[config.mk]
export PLATFORM = sky130hd
export DESIGN_NAME = rgb_frame_fetch
export DESIGN_NICKNAME = d
export VERILOG_FILES = /design/src/rtl/rgb_frame_fetch.sv
export SDC_FILE = /design/constraint.sdc
export NUM_CORES = 1
export LEC_CHECK = 0
export CAP_MARGIN = 20
export CORE_MARGIN = 2
export CORE_UTILIZATION = 40
export CTS_CLUSTER_DIAMETER = 60
export CTS_CLUSTER_SIZE = 10
export DETAILED_ROUTE_END_ITERATION = 6
export HOLD_SLACK_MARGIN = 0.05
export PLACE_DENSITY_LB_ADDON = 0.05
export SETUP_SLACK_MARGIN = 0.2
export SYNTH_ARGS = -nofsm -noshare
export SYNTH_HDL_FRONTEND = slang
export SYNTH_SLANG_ARGS = --single-unit
[constraint.sdc]
create_clock -name Clock -period 3.1 [get_ports Clock]
set_input_delay 0.93 -clock Clock [delete_from_list [all_inputs] [get_ports Clock]]
set_output_delay 0.93 -clock Clock [all_outputs]
set_load 0.02 [all_outputs]
[src/rtl/rgb_frame_fetch.sv]
// Fetches the packed RGB frame from SRAM (three words per pixel pair) and streams
// 24-bit pixels through a small first-word-fall-through FIFO with valid/ready.
//
// state    | meaning
// S_IDLE   | waiting for Enable
// S_WAIT   | frame active, waiting for FIFO credit to issue the next pair
// S_ISSUE0 | drive address of word {R0,G0}
// S_ISSUE1 | drive address of word {B0,R1}
// S_ISSUE2 | drive address of word {G1,B1}, optionally chain the next pair
// S_DRAIN  | all reads issued, waiting for the last pixel to be accepted
module rgb_frame_fetch #(
    parameter logic [17:0] RGB_BASE   = 18'd146944,
    parameter logic [16:0] NUM_PIXELS = 17'd76800,
    parameter int          FIFO_DEPTH = 4
) (
    input  logic        Clock,
    input  logic        Resetn,
    input  logic        Enable,
    output logic [17:0] SRAM_address,
    input  logic [15:0] SRAM_read_data,
    output logic        SRAM_we_n,
    output logic        pixel_valid,
    input  logic        pixel_ready,
    output logic [7:0]  pixel_R,
    output logic [7:0]  pixel_G,
    output logic [7:0]  pixel_B,
    output logic        pixel_last,
    output logic        busy,
    output logic        done
);

    localparam logic [2:0] S_IDLE   = 3'd0;
    localparam logic [2:0] S_ISSUE0 = 3'd1;
    localparam logic [2:0] S_ISSUE1 = 3'd2;
    localparam logic [2:0] S_ISSUE2 = 3'd3;
    localparam logic [2:0] S_WAIT   = 3'd4;
    localparam logic [2:0] S_DRAIN  = 3'd5;

    localparam logic [16:0]   NUM_PAIRS = NUM_PIXELS >> 1;
    localparam int            PW        = (FIFO_DEPTH > 1) ? $clog2(FIFO_DEPTH) : 1;
    localparam int            CW        = $clog2(FIFO_DEPTH + 1);
    localparam logic [PW-1:0] PTR_LAST  = PW'(FIFO_DEPTH - 1);

    logic [2:0]      state_q, state_d;
    logic [17:0]     word_addr_q, word_addr_d;
    logic [17:0]     sram_addr_q, sram_addr_d;
    logic [16:0]     pair_q, pair_d;
    logic [CW-1:0]   go_q, go_d;
    logic [CW-1:0]   fifo_cnt_q, fifo_cnt_d;
    logic [PW-1:0]   wr_ptr_q, rd_ptr_q;
    logic [2:0][3:0] tag_q;
    logic [3:0]      tag_new;
    logic [7:0]      r0_q, g0_q, r1_q;
    logic            busy_q, busy_d, done_q, done_d;
    logic [24:0]     fifo_mem [FIFO_DEPTH];
    logic [24:0]     head, push_data;
    logic [31:0]     reserved;
    logic            ret_v, ret_last;
    logic [1:0]      ret_ph;
    logic            fifo_push, fifo_pop, fifo_full, push_odd, go_inc;
    logic            pairs_remain, issue_ok;

    // Tag stage 2 lines up with the data of the address registered two edges earlier.
    assign ret_v     = tag_q[2][3];
    assign ret_last  = tag_q[2][2];
    assign ret_ph    = tag_q[2][1:0];
    assign fifo_push = ret_v && (ret_ph != 2'd0);
    assign push_odd  = ret_v && (ret_ph == 2'd2);
    assign push_data = push_odd ? {ret_last, r1_q, SRAM_read_data}
                                : {1'b0, r0_q, g0_q, SRAM_read_data[15:8]};

    assign pixel_valid = (fifo_cnt_q != '0);
    assign fifo_full   = (fifo_cnt_q == CW'(FIFO_DEPTH));
    assign fifo_pop    = pixel_valid && pixel_ready;
    assign head        = fifo_mem[rd_ptr_q];

    assign pairs_remain = (pair_q < NUM_PAIRS);
    assign reserved     = 32'(fifo_cnt_q) + (32'(go_q) << 1) + 32'd2;
    assign issue_ok     = pairs_remain && (reserved <= 32'(FIFO_DEPTH));

    always_comb begin
        state_d     = state_q;
        word_addr_d = word_addr_q;
        sram_addr_d = sram_addr_q;
        pair_d      = pair_q;
        busy_d      = busy_q;
        done_d      = 1'b0;
        tag_new     = 4'd0;
        go_inc      = 1'b0;
        case (state_q)
            S_IDLE: begin
                if (Enable) begin
                    word_addr_d = RGB_BASE;
                    pair_d      = '0;
                    busy_d      = 1'b1;
                    state_d     = S_WAIT;
                end
            end
            S_WAIT: begin
                if (issue_ok)          state_d = S_ISSUE0;
                else if (!pairs_remain) state_d = S_DRAIN;
            end
            S_ISSUE0: begin
                sram_addr_d = word_addr_q;
                word_addr_d = word_addr_q + 18'd1;
                pair_d      = pair_q + 17'd1;
                go_inc      = 1'b1;
                tag_new     = {1'b1, 1'b0, 2'd0};
                state_d     = S_ISSUE1;
            end
            S_ISSUE1: begin
                sram_addr_d = word_addr_q;
                word_addr_d = word_addr_q + 18'd1;
                tag_new     = {1'b1, 1'b0, 2'd1};
                state_d     = S_ISSUE2;
            end
            S_ISSUE2: begin
                sram_addr_d = word_addr_q;
                word_addr_d = word_addr_q + 18'd1;
                tag_new     = {1'b1, (pair_q == NUM_PAIRS), 2'd2};
                if (issue_ok)          state_d = S_ISSUE0;
                else if (pairs_remain) state_d = S_WAIT;
                else                   state_d = S_DRAIN;
            end
            S_DRAIN: begin
                if ((go_q == '0) && fifo_pop && head[24]) begin
                    done_d  = 1'b1;
                    busy_d  = 1'b0;
                    state_d = S_IDLE;
                end
            end
            default: state_d = S_IDLE;
        endcase

        go_d = go_q;
        if (go_inc && !push_odd)      go_d = go_q + 1'b1;
        else if (!go_inc && push_odd) go_d = go_q - 1'b1;

        fifo_cnt_d = fifo_cnt_q;
        if (fifo_push && !fifo_pop)      fifo_cnt_d = fifo_cnt_q + 1'b1;
        else if (!fifo_push && fifo_pop) fifo_cnt_d = fifo_cnt_q - 1'b1;
    end

    always_ff @(posedge Clock or negedge Resetn) begin
        if (!Resetn) begin
            state_q     <= S_IDLE;
            word_addr_q <= '0;
            sram_addr_q <= '0;
            pair_q      <= '0;
            go_q        <= '0;
            fifo_cnt_q  <= '0;
            wr_ptr_q    <= '0;
            rd_ptr_q    <= '0;
            tag_q       <= '0;
            r0_q        <= '0;
            g0_q        <= '0;
            r1_q        <= '0;
            busy_q      <= 1'b0;
            done_q      <= 1'b0;
        end else begin
            state_q     <= state_d;
            word_addr_q <= word_addr_d;
            sram_addr_q <= sram_addr_d;
            pair_q      <= pair_d;
            go_q        <= go_d;
            fifo_cnt_q  <= fifo_cnt_d;
            tag_q       <= {tag_q[1:0], tag_new};
            busy_q      <= busy_d;
            done_q      <= done_d;
            if (ret_v && (ret_ph == 2'd0)) begin
                r0_q <= SRAM_read_data[15:8];
                g0_q <= SRAM_read_data[7:0];
            end
            if (ret_v && (ret_ph == 2'd1)) r1_q <= SRAM_read_data[7:0];
            if (fifo_push) wr_ptr_q <= (wr_ptr_q == PTR_LAST) ? '0 : wr_ptr_q + 1'b1;
            if (fifo_pop)  rd_ptr_q <= (rd_ptr_q == PTR_LAST) ? '0 : rd_ptr_q + 1'b1;
        end
    end

    always_ff @(posedge Clock) begin
        if (fifo_push) fifo_mem[wr_ptr_q] <= push_data;
    end

    // Credit accounting reserves a slot for every outstanding pixel, so this must never fire.
    a_no_push_full: assert property (@(posedge Clock) disable iff (!Resetn) !(fifo_push && fifo_full));

    assign SRAM_address = sram_addr_q;
    assign SRAM_we_n    = 1'b1;
    assign pixel_R      = pixel_valid ? head[23:16] : 8'd0;
    assign pixel_G      = pixel_valid ? head[15:8]  : 8'd0;
    assign pixel_B      = pixel_valid ? head[7:0]   : 8'd0;
    assign pixel_last   = pixel_valid ? head[24]    : 1'b0;
    assign busy         = busy_q;
    assign done         = done_q;

endmodule

==> impl_metrics.json <==
{
  "setup_viol": 0,
  "critPathLaunchType": "flop",
  "post_drt_wl_per_cell_um": 17.9,
  "final_nets": 758,
  "reg2reg_depth": 6,
  "pin_count": 67,
  "seq_area_um2": 5610,
  "synthAdderAreaFrac": 0.0255,
  "cts-root-buf": "clkbuf_16",
  "synth_top_family_by_area": "multiplexers",
  "finalHoldViolCount": 0,
  "hp-class": "flop to flop",
  "setup.worst_path.class": "flop to primary output",
  "wl_um": 18200,
  "fillers": 1862,
  "reg2reg_slack_ns": 0.57,
  "power_density_nw_per_um2": 505,
  "synth_area_um2": 8740,
  "whs_path_depth": 0,
  "slew_violations": 0,
  "numCtsBuffers": 24,
  "power_leakage_nw": 4.49,
  "grt_use_total": 0.165,
  "crit_chain": "buf_6 -> buf_12 -> buf_4 -> mux4_2 -> and2_4 -> buf_6",
  "cts_tree": "built",
  "muxShareOfSynthArea": 0.155,
  "ctsHoldBuffers": 0,
  "skew_ns": 0.00869,
  "power_mw": 5.47,
  "synth-seq-area-share": 0.642,
  "multi_input_area_um2": 3010,
  "clk_latency_ns": 0.49,
  "place_ws_ns": 0.185,
  "grt_start_max_net_pins": 48,
  "route.layer.met1.wl_um": 7840,
  "met3WireLength_um": 636,
  "crit_path_top_delay_cell": "mux4_2",
  "cap_violations": 0,
  "antenna_found_initial": 0,
  "grt-ovfl-total": 0,
  "viasPerCell": 5.14,
  "yosys.area_share.simple": 0.123,
  "routabilityCongestion": 0.782,
  "initial_utilization": 0.404,
  "routed-wl-met2_um": 9390,
  "rows": 54,
  "synthXorXnorAreaFrac": 0.00702,
  "io_buffers": 65,
  "async_reset_ff_frac": 0.510,
  "die-area_um2": 23000,
  "diodes": 0,
  "fin_tns_setup_ns": 0,
  "first_global_vias": 5477,
  "path_clk_slew_ns": 0.05,
  "arrival_ns": 2.03,
  "area.growth.synth_to_final_pct": 23.8,
  "final_layout_size_suffix_gt1_frac": 0.269,
  "vias": 5231,
  "cp_common_cell": "buf_6",
  "fin_crit_sh": 0.955,
  "relSlewSlack": 0.559,
  "setup_ws_ns": 0.138,
  "synth_cell_types": 51,
  "rr_endpoint": "go_q[1]",
  "routed.top_layer": "met4",
  "clk_path_buf_depth": 3,
  "final_util": 0.500,
  "synth_edf_count": 100,
  "end_kind": "primary output",
  "crit_start": "rd_ptr_q[0]",
  "fmax_ghz": 0.338,
  "path_max_fanout": 7,
  "worst_pin_slew_ns": 0.657,
  "ant_nets": 0,
  "slowest_delay_ns": 0.48,
  "vdd_drop_max_mv": 0.359,
  "synth_ff_type": "dfrtp_1",
  "firstDrtPassIters": 5,
  "first_iter_violations": 295,
  "post-route-min-period_ns": 2.96,
  "die_h_um": 152,
  "post-route-drc-count": 0,
  "syn_inst": 615,
  "synth_seq_cells": 204,
  "h-tree-depth": 1,
  "status": "finished clean",
  "grt_pass1_wl_um": 29400,
  "die_w_um": 152,
  "coreArea_um2": 21600,
  "hpwl_um": 11800,
  "regToRegStartpoint": "state_q[1]",
  "crit_end": "pixel_B[2]",
  "synth_compound_area_frac": 0.0268,
  "rsz0062_at_grt": "yes",
  "syn-num-nets": 651,
  "holdWs_ns": 0.345,
  "ys_warn_count": 0,
  "required_ns": 2.17,
  "cts.sinks": 204,
  "avgSynthCellArea_um2": 14.2
}
[through the flow]
step / instances / instance area [um2]
floorplan: 615 / 8740
global placement: 957 / 9830
detailed placement: 957 / 9830
CTS: 1009 / 10500
global route: 1017 / 10800
finish: 1017 / 10800
[synth_stat cells, types with 4 or more instances]
cell	n	area share
a21oi_1	5	0.0029
and2_1	31	0.022
and3_1	4	0.0029
clkbuf_1	13	0.0056
dfrtp_1	104	0.30
edfxtp_1	100	0.34
ha_1	13	0.019
inv_1	16	0.0069
mux2_2	51	0.066
mux2i_1	22	0.025
mux4_2	25	0.064
nand2_1	92	0.040
nand3_1	18	0.010
nand4_1	10	0.0072
nor2_1	24	0.010
nor3_1	10	0.0057
nor4_1	4	0.0029
o21ai_0	17	0.0097
xor2_1	4	0.0040
[critical path: cells and delay by family (launching register included)]
kind | cells | cell delay [ns]
mux | 1 | 0.48
flops | 1 | 0.38
simple gates | 1 | 0.17
buf+inv | 4 | 0.49
[timing repair]
action | in CTS | in global routing
buffers inserted | 10 | 8
cloned | 1 | 0
gates resized for setup | 100 | 79
setup endpoints to repair | 26 | 26
pin swaps | 0 | 5
[layout by cell type, fill, tap and decap left out, types with 5 or more instances in the layout]
cell type and n:
and2_4 23, o21ai_0 17, nand3_1 18, buf_4 24, buf_6 31, buf_12 6
mux2_2 51, nor3_1 10, nand4_1 10, and2_1 8, a21oi_1 5, mux4_2 25
inv_1 16, dfrtp_1 102, clkbuf_1 15, clkdlybuf4s50_1 38, ha_1 13, nand2_1 92
clkbuf_16 26, nor2_1 24, edfxtp_1 100, mux2i_1 22
[metal layers]
| layer | global-route usage | vias to the layer above |
|---|---|---|
| met2 | 0.291 | 102 |
| met5 | 0 | - |
| li1 | - | 2456 |
| met1 | 0.216 | 2648 |
| met4 | 0.0440 | 0 |
| met3 | 0.0228 | 25 |
[where the power goes]
part / total, mW / internal, mW / switching [mW]
registers: 2.85 / 2.84 / 0.00697
logic: 0.0928 / 0.0376 / 0.0552
clock network: 2.53 / 1.53 / 0.995
total: 5.47 / 4.41 / 1.06
[how the worst min path moves through the flow]
stage                     startpoint   endpoint  slack (ns)
after CTS                   tag_q[3]   tag_q[7]        0.35
final                       tag_q[3]   tag_q[7]        0.35
after global routing        tag_q[6]   ret_last        0.35
after floorplan             tag_q[6]   ret_last        0.33
after global placement      tag_q[4]  ret_ph[0]        0.33
after detailed placement    tag_q[3]   tag_q[7]        0.33
[kinds of logic (layout without fill, tap and decap cells)]
family	Yosys count	count (layout)
xor gates and xnor gates	7	7
DFF	204	204
muxes	98	98
buffers and inverters	39	161
AOI/OAI and AO/OA	38	38
other	1	1
and+or+nand+nor	212	212
adders and majority gates	16	16
[state kept, by name (all words and copies together), names as in the netlist]
register and flops:
go_q 3, ret_ph 2, busy 1, state_q 3
fifo_mem 100, ret_v 1, done 1, rd_ptr_q 2
SRAM_address 18, pair_q 17, ret_last 1, r1_q 8
fifo_cnt_q 3, wr_ptr_q 2, word_addr_q 18, g0_q 8
r0_q 8, tag_q 8
[final cells by class]
cell class | instances | share of cell area
Sequential cell | 204 | 0.518
Multi-Input combinational cell | 372 | 0.278
Timing Repair Buffer | 103 | 0.0995
Clock buffer | 41 | 0.0654
Tap cell | 280 | 0.0324
Inverter | 17 | 0.00590
No activity file was read; power rests on OpenSTA's default activity.
